[src/rtl/cpu_pkg.sv]
// Shared definitions for the ECE350 multicycle core: opcodes, ALU ops,
// instruction field positions and the instruction-cycle state type.
package cpu_pkg;

  localparam int XLEN = 32;

  localparam logic [4:0] OP_RTYPE = 5'b00000;
  localparam logic [4:0] OP_J     = 5'b00001;
  localparam logic [4:0] OP_BNE   = 5'b00010;
  localparam logic [4:0] OP_JAL   = 5'b00011;
  localparam logic [4:0] OP_JR    = 5'b00100;
  localparam logic [4:0] OP_ADDI  = 5'b00101;
  localparam logic [4:0] OP_BLT   = 5'b00110;
  localparam logic [4:0] OP_SW    = 5'b00111;
  localparam logic [4:0] OP_LW    = 5'b01000;
  localparam logic [4:0] OP_SETX  = 5'b10101;
  localparam logic [4:0] OP_BEX   = 5'b10110;

  localparam logic [4:0] ALU_ADD = 5'b00000;
  localparam logic [4:0] ALU_SUB = 5'b00001;
  localparam logic [4:0] ALU_AND = 5'b00010;
  localparam logic [4:0] ALU_OR  = 5'b00011;
  localparam logic [4:0] ALU_SLL = 5'b00100;
  localparam logic [4:0] ALU_SRA = 5'b00101;

  localparam logic [4:0] REG_STATUS = 5'd30;
  localparam logic [4:0] REG_LINK   = 5'd31;

  localparam int OPC_LSB   = 27;
  localparam int RD_LSB    = 22;
  localparam int RS_LSB    = 17;
  localparam int RT_LSB    = 12;
  localparam int SHAMT_LSB = 7;
  localparam int ALUOP_LSB = 2;
  localparam int IMM_W     = 17;
  localparam int TGT_W     = 27;

  typedef enum logic [2:0] {
    S_FETCH  = 3'd0,
    S_DECODE = 3'd1,
    S_EXEC   = 3'd2,
    S_MEM    = 3'd3,
    S_WB     = 3'd4
  } state_e;

endpackage

[src/rtl/cpu_alu.sv]
// Combinational ALU: add/sub/and/or/sll/sra plus signed less-than,
// inequality and signed-overflow flags for the branch and status logic.
module cpu_alu
  import cpu_pkg::*;
#(
  parameter int DATA_W = XLEN
) (
  input  logic [DATA_W-1:0] a,
  input  logic [DATA_W-1:0] b,
  input  logic [4:0]        alu_op,
  input  logic [4:0]        shamt,
  output logic [DATA_W-1:0] result,
  output logic              lt,
  output logic              neq,
  output logic              ovf
);

  logic signed [DATA_W-1:0] sa, sb, sum, diff;

  assign sa   = a;
  assign sb   = b;
  assign sum  = sa + sb;
  assign diff = sa - sb;
  assign lt   = sa < sb;
  assign neq  = sa != sb;

  always_comb begin
    result = '0;
    ovf    = 1'b0;
    case (alu_op)
      ALU_ADD: begin
        result = sum;
        ovf    = (sa[DATA_W-1] == sb[DATA_W-1]) && (sum[DATA_W-1] != sa[DATA_W-1]);
      end
      ALU_SUB: begin
        result = diff;
        ovf    = (sa[DATA_W-1] != sb[DATA_W-1]) && (diff[DATA_W-1] != sa[DATA_W-1]);
      end
      ALU_AND: result = sa & sb;
      ALU_OR:  result = sa | sb;
      ALU_SLL: result = sa << shamt;
      ALU_SRA: result = sa >>> shamt;
      default: result = '0;
    endcase
  end

endmodule

[src/rtl/ece350_cpu_core.sv]
// Multicycle ECE350 core, fixed FETCH/DECODE/EXEC/MEM/WB cycle (CPI 5).
// Define CPU_OVF_STATUS_EN to redirect add/addi/sub overflow to an r30 status write.
module ece350_cpu_core
  import cpu_pkg::*;
#(
  parameter logic [31:0] RESET_PC = 32'd0
) (
  input  logic        clock,
  input  logic        reset,
  output logic [31:0] address_imem,
  input  logic [31:0] q_imem,
  output logic        ctrl_writeEnable,
  output logic [4:0]  ctrl_writeReg,
  output logic [4:0]  ctrl_readRegA,
  output logic [4:0]  ctrl_readRegB,
  output logic [31:0] data_writeReg,
  input  logic [31:0] data_readRegA,
  input  logic [31:0] data_readRegB,
  output logic        wren,
  output logic [31:0] address_dmem,
  output logic [31:0] data,
  input  logic [31:0] q_dmem
);

  localparam int DATA_W = XLEN;
`ifdef CPU_OVF_STATUS_EN
  localparam bit OVF_EN = 1'b1;
`else
  localparam bit OVF_EN = 1'b0;
`endif

  function automatic logic [DATA_W-1:0] sext_imm(input logic [IMM_W-1:0] n);
    return {{(DATA_W-IMM_W){n[IMM_W-1]}}, n};
  endfunction

  state_e state, state_nx;
  logic [DATA_W-1:0] pc, pc_inc, ir_p0;
  logic [4:0]        opc, rd, rs, rt, shamt, aop;
  logic [DATA_W-1:0] imm_n, tgt;

  logic [4:0]        alu_op;
  logic [DATA_W-1:0] alu_b, alu_res;
  logic              alu_lt, alu_neq, alu_ovf;

  logic              wr_req, is_sw, is_lw;
  logic [4:0]        wr_idx;
  logic [DATA_W-1:0] wr_val, npc;

  logic [DATA_W-1:0] res_p1, st_data_p1, npc_p1;
  logic [4:0]        wr_reg_p1;
  logic              vld_p1, sw_p1, lw_p1;

  assign opc    = ir_p0[OPC_LSB +: 5];
  assign rd     = ir_p0[RD_LSB +: 5];
  assign rs     = ir_p0[RS_LSB +: 5];
  assign rt     = ir_p0[RT_LSB +: 5];
  assign shamt  = ir_p0[SHAMT_LSB +: 5];
  assign aop    = ir_p0[ALUOP_LSB +: 5];
  assign imm_n  = sext_imm(ir_p0[IMM_W-1:0]);
  assign tgt    = {{(DATA_W-TGT_W){1'b0}}, ir_p0[TGT_W-1:0]};
  assign pc_inc = pc + 32'd1;

  always_comb begin
    state_nx = state;
    case (state)
      S_FETCH:  state_nx = S_DECODE;
      S_DECODE: state_nx = S_EXEC;
      S_EXEC:   state_nx = S_MEM;
      S_MEM:    state_nx = S_WB;
      S_WB:     state_nx = S_FETCH;
      default:  state_nx = S_FETCH;
    endcase
  end

  // Read indices depend only on IR, kept apart from the logic consuming read data.
  always_comb begin
    ctrl_readRegA = '0;
    ctrl_readRegB = '0;
    case (opc)
      OP_RTYPE:        begin ctrl_readRegA = rs; ctrl_readRegB = rt; end
      OP_ADDI, OP_LW:  ctrl_readRegA = rs;
      OP_SW:           begin ctrl_readRegA = rs; ctrl_readRegB = rd; end
      OP_BNE, OP_BLT:  begin ctrl_readRegA = rd; ctrl_readRegB = rs; end
      OP_JR:           ctrl_readRegA = rd;
      OP_BEX:          ctrl_readRegA = REG_STATUS;
      default:         ;
    endcase
  end

  always_comb begin
    alu_op = ALU_ADD;
    alu_b  = data_readRegB;
    wr_req = 1'b0;
    wr_idx = rd;
    wr_val = alu_res;
    is_sw  = 1'b0;
    is_lw  = 1'b0;
    npc    = pc_inc;
    case (opc)
      OP_RTYPE: begin
        alu_op = aop;
        wr_req = (aop <= ALU_SRA);
      end
      OP_ADDI: begin alu_b = imm_n; wr_req = 1'b1; end
      OP_LW:   begin alu_b = imm_n; wr_req = 1'b1; is_lw = 1'b1; end
      OP_SW:   begin alu_b = imm_n; is_sw = 1'b1; end
      OP_BNE: begin
        alu_op = ALU_SUB;
        if (alu_neq) npc = pc_inc + imm_n;
      end
      OP_BLT: begin
        alu_op = ALU_SUB;
        if (alu_lt) npc = pc_inc + imm_n;
      end
      OP_J:    npc = tgt;
      OP_JAL:  begin npc = tgt; wr_req = 1'b1; wr_idx = REG_LINK; wr_val = pc_inc; end
      OP_JR:   npc = data_readRegA;
      OP_SETX: begin wr_req = 1'b1; wr_idx = REG_STATUS; wr_val = tgt; end
      OP_BEX:  if (data_readRegA != '0) npc = tgt;
      default: ;
    endcase
    // Overflow status code: 1 = add, 2 = addi, 3 = sub; the original rd is dropped.
    if (OVF_EN && alu_ovf &&
        ((opc == OP_ADDI) || ((opc == OP_RTYPE) && ((aop == ALU_ADD) || (aop == ALU_SUB))))) begin
      wr_idx = REG_STATUS;
      wr_val = (opc == OP_ADDI) ? 32'd2 : ((aop == ALU_ADD) ? 32'd1 : 32'd3);
    end
    if (wr_idx == 5'd0) wr_req = 1'b0;
  end

  cpu_alu #(.DATA_W(DATA_W)) u_alu (
    .a      (data_readRegA),
    .b      (alu_b),
    .alu_op (alu_op),
    .shamt  (shamt),
    .result (alu_res),
    .lt     (alu_lt),
    .neq    (alu_neq),
    .ovf    (alu_ovf)
  );

  always_ff @(posedge clock) begin
    if (reset) begin
      state  <= S_FETCH;
      pc     <= RESET_PC;
      ir_p0  <= '0;
      vld_p1 <= 1'b0;
      sw_p1  <= 1'b0;
      lw_p1  <= 1'b0;
    end else begin
      state <= state_nx;
      // DECODE -> EXEC: capture the registered ROM word
      if (state == S_DECODE) ir_p0 <= q_imem;
      // EXEC -> MEM/WB: control for the memory and write-back slots
      if (state == S_EXEC) begin
        vld_p1 <= wr_req;
        sw_p1  <= is_sw;
        lw_p1  <= is_lw;
      end
      // WB -> FETCH: commit the next PC
      if (state == S_WB) pc <= npc_p1;
    end
  end

  // EXEC -> MEM/WB: datapath latches
  always_ff @(posedge clock) begin
    if (state == S_EXEC) begin
      res_p1     <= wr_val;
      st_data_p1 <= data_readRegB;
      npc_p1     <= npc;
      wr_reg_p1  <= wr_idx;
    end
  end

  assign address_imem     = pc;
  assign wren             = !reset && (state == S_MEM) && sw_p1;
  assign address_dmem     = res_p1;
  assign data             = st_data_p1;
  assign ctrl_writeEnable = !reset && (state == S_WB) && vld_p1;
  assign ctrl_writeReg    = wr_reg_p1;
  assign data_writeReg    = lw_p1 ? q_dmem : res_p1;

endmodule

[config.mk]
export PLATFORM = sky130hd
export DESIGN_NAME = ece350_cpu_core
export DESIGN_NICKNAME = d
export VERILOG_FILES = /design/src/rtl/cpu_pkg.sv /design/src/rtl/cpu_alu.sv /design/src/rtl/ece350_cpu_core.sv
export SDC_FILE = /design/constraint.sdc
export NUM_CORES = 1
export LEC_CHECK = 0
export ABC_AREA = 1
export ABC_CLOCK_PERIOD_IN_PS = 5400
export BUFFER_PORTS_ARGS = -buffer_cell sky130_fd_sc_hd__buf_4
export CAP_MARGIN = 10
export CELL_PAD_IN_SITES_DETAIL_PLACEMENT = 2
export CELL_PAD_IN_SITES_GLOBAL_PLACEMENT = 2
export CORE_MARGIN = 3
export CORE_UTILIZATION = 29
export DETAILED_ROUTE_END_ITERATION = 10
export GPL_TIMING_DRIVEN = 0
export PLACE_DENSITY = 0.79
export SLEW_MARGIN = 20
export SYNTH_ARGS = -nofsm -noshare
export SYNTH_HDL_FRONTEND = slang
export SYNTH_SLANG_ARGS = --single-unit
export TNS_END_PERCENT = 1
[constraint.sdc]
create_clock -name clock -period 5.4 [get_ports clock]
set_input_delay 0.27 -clock clock [delete_from_list [all_inputs] [get_ports clock]]
set_output_delay 0.27 -clock clock [all_outputs]
set_load 0.01 [all_outputs]
==> flow_summary.yaml <==
worst_setup_path:
  crit_fanout: 10
  critical_path_class: "reg -> reg"
  start_kind: "register"
  end_kind: "register"
  crit_required_ps: 5770
  critPathArrivalTime_ps: 5690
power_and_ir_drop:
  p_per_area_nw_per_um2: 259
  p_leak_uw: 0.0119
  power.switching_uw: 3430
  vdd_drop_max_mv: 0.222
  p_int_uw: 3100
  p_comb_share_pct: 54.5
  seqPwrFrac_pct: 24.5
  p_clk_share_pct: 21.0
  p_sw_share_pct: 52.5
route:
  first_pass_iters: 6
  drt-vias-per-instance: 5.79
  drc: 0
  dr_total_vias: 27500
  drtIter0Drc: 2885
  wl_per_cell_microns: 30.0
  drt-total-wl_microns: 143000
  ant_nets: 0
global_route:
  met3_usage_pct: 9.01
  grt.met2_usage_pct: 57.0
  track_usage_pct: 37.1
  grt_overflow_total: 0
  met1_usage_pct: 49.2
  grt_pass1_wl_microns: 201000
  grt_pass1_vias: 28100
  grt_max_degree: 27
  grt_busiest_layer: "met2"
  antenna_found_initial: 9
cts:
  htree_num_levels: 4
  clockRootBuffer: "clkbuf_16"
  tritoncts: "done"
  path_clk_slew_ps: 90
  cts_buffers: 17
  clkLatencyLatePin_ps: 510
  cts.path.max_buffers: 2
  clock_sinks: 171
logic_synthesis:
  netlist_top_cells_area: "nand2_1, edfxtp_1, ha_1"
  synth.distinct_cells: 54
  synthesis.area_sq_um: 20900
  seq_area_frac_synth_pct: 21.3
  synthFlopType: "edfxtp_1"
  synth_top_area_share_pct: 17.7
  syn-num-nets: 3739
  syn_inst: 3464
  synth_edf_count: 101
  ys_ff_latch: 171
  ys_warn_count: 0
  async_flop_share_pct: 0
  yosysTopAreaCell: "nand2_1"
  synth_area_per_cell_sq_um: 6.02
timing:
  timing.final.crit_share_pct: 98.5
  hold_slack_ps: 33.3
  worst_slew_pin_slew_ps: 1170
  setup_slack_ps: 82.2
  rsz0062_at_grt: "yes"
  setup_violations: 0
  drv_slew: 0
  slew_headroom_pct: 21.9
  fin_crit_ps: 5320
  fin_setup_tns_ps: 0
  fmax_mhz: 188
  finalClockSkew_ps: 19.6
  hold_viol_final: 0
place:
  hpwl_microns: 119000
  gp_congestion: 1.03
  io_buffers: 274
  dp_slack_ps: -854
  placed_area_sq_um: 24200
hold_path:
  hold_path_class: "in -> reg"
run_status:
  outcome: "completed"
final_layout:
  regArea_sq_um: 4440
  num-fill-cells: 9003
  areaGrowthSynthToFinish_pct: 20.9
  layout_commonest_cell: "nand2_1"
  nNetsFinal: 4070
  drive_above_1_share_pct: 13.8
  multi_input_area_sq_um: 14400
  finalInstanceArea_sq_um: 25200
  post-route-util_pct: 35.7
  layout_common_cells: "nand2_1, nor2_1, inv_1"
floorplan:
  die_x_microns: 274
  io_pins: 275
  die_area_sq_um: 75200
  core_area_sq_um: 70600
  die_h_microns: 274
  start_util_pct: 29.5
  rows: 97
run:
  maxCapViolations: 0
==> Yosys cell counts, types with 12 or more instances <==
cell,number
nand2_1,986
nor2_1,397
inv_1,369
nand3_1,338
o21ai_0,257
a21oi_1,210
ha_1,142
edfxtp_1,101
clkbuf_1,80
dfxtp_1,70
o211ai_1,44
nand4_1,41
nor3_1,38
xor2_1,37
buf_2,32
mux2_2,32
o22ai_1,27
a22oi_1,23
nand2_2,23
inv_2,21
o21bai_1,21
o21ai_1,19
nor2_2,13
nand3_2,12
xnor2_1,12
==> cells by family after synthesis <==
group | share of synthesized area [%]
AO/OA/AOI/OAI | 17.3
XOR/XNOR | 2.06
adder cells (fa/ha/maj) | 8.80
buffers and inverters | 10.0
flip-flops | 21.3
multiplexers | 1.73
AND/OR/NAND/NOR | 38.8
==> power groups by stage <==
stage	combinational (uW)	clock [uW]	sequential (uW)
2_1_floorplan	1800	0	1610
3_3_place_gp	3270	0	1630
3_5_place_dp	3340	0	1630
4_1_cts	3390	1380	1600
5_1_grt	3750	1420	1610
6_report	3560	1370	1600
==> per-stage QoR <==
step / std cells / total power [uW]
2_1_floorplan: 3464 / 3410
3_3_place_gp: 4678 / 4900
3_5_place_dp: 4682 / 4970
4_1_cts: 4748 / 6370
5_1_grt: 4748 / 6780
6_report: 4750 / 6530
==> state kept, by name, indices dropped and copies added, names as in the netlist <==
register	count
data	32
ir_p0	32
address_dmem	32
sw_p1	1
lw_p1	1
npc_p1	32
state	3
address_imem	32
vld_p1	1
ctrl_writeReg	5
==> final cells by class <==
type,count,area share [%]
diodes,2,0.0198
well taps,940,4.66
flip-flops and latches,171,17.6
plain buffers,136,2.55
clock buffers,18,1.74
clock inverters,14,0.565
multi-input cells,2766,57.2
repair buffers,312,9.88
inverters,391,5.82
==> critical path, cell delays in order (launching register included) <==
cell      delay [ps]
dfxtp_1          530
clkbuf_1         300
clkbuf_1         610
clkbuf_1         750
nand2_1          100
o21ai_0          270
ha_1             430
nor2_1           230
nand2_1          100
nor2_1           180
nand3_1          240
nor2_1           220
nand3_2          270
inv_1            390
nand2_1          130
nand4_1          160
nor2_1            70
nand2_1           60
nor2_1            40
nor2_1            80
==> per-layer routing <==
layer  vias up  routed length [microns]
met2      1309                    61000
met1     13800                    60000
met4        12                     7210
li1      12100                        -
met5         -                       78
met3       315                    14400
==> final timing paths <==
check	endpoint	depth (start not counted)	slack (ps)	start
max	npc_p1[11]$_DFFE_PN_	19	80	ir_p0[9]$_SDFFE_PP0P_
min	ir_p0[0]$_SDFFE_PP0P_	3	30	q_imem[0]
max reg2reg	npc_p1[11]$_DFFE_PN_	19	80	ir_p0[9]$_SDFFE_PP0P_
min reg2reg	state[0]$_SDFF_PP0_	1	450	state[2]$_SDFF_PP0_
==> repair_timing <==
item,4_1_cts,5_1_grt
hold buffers,32,0
setup buffers,2,0
endpoints found under the hold margin,35,0
gates resized for setup,16,34
pin swaps,2,0
setup endpoints to repair,60,55
No activity file was read; power rests on OpenSTA's default activity.
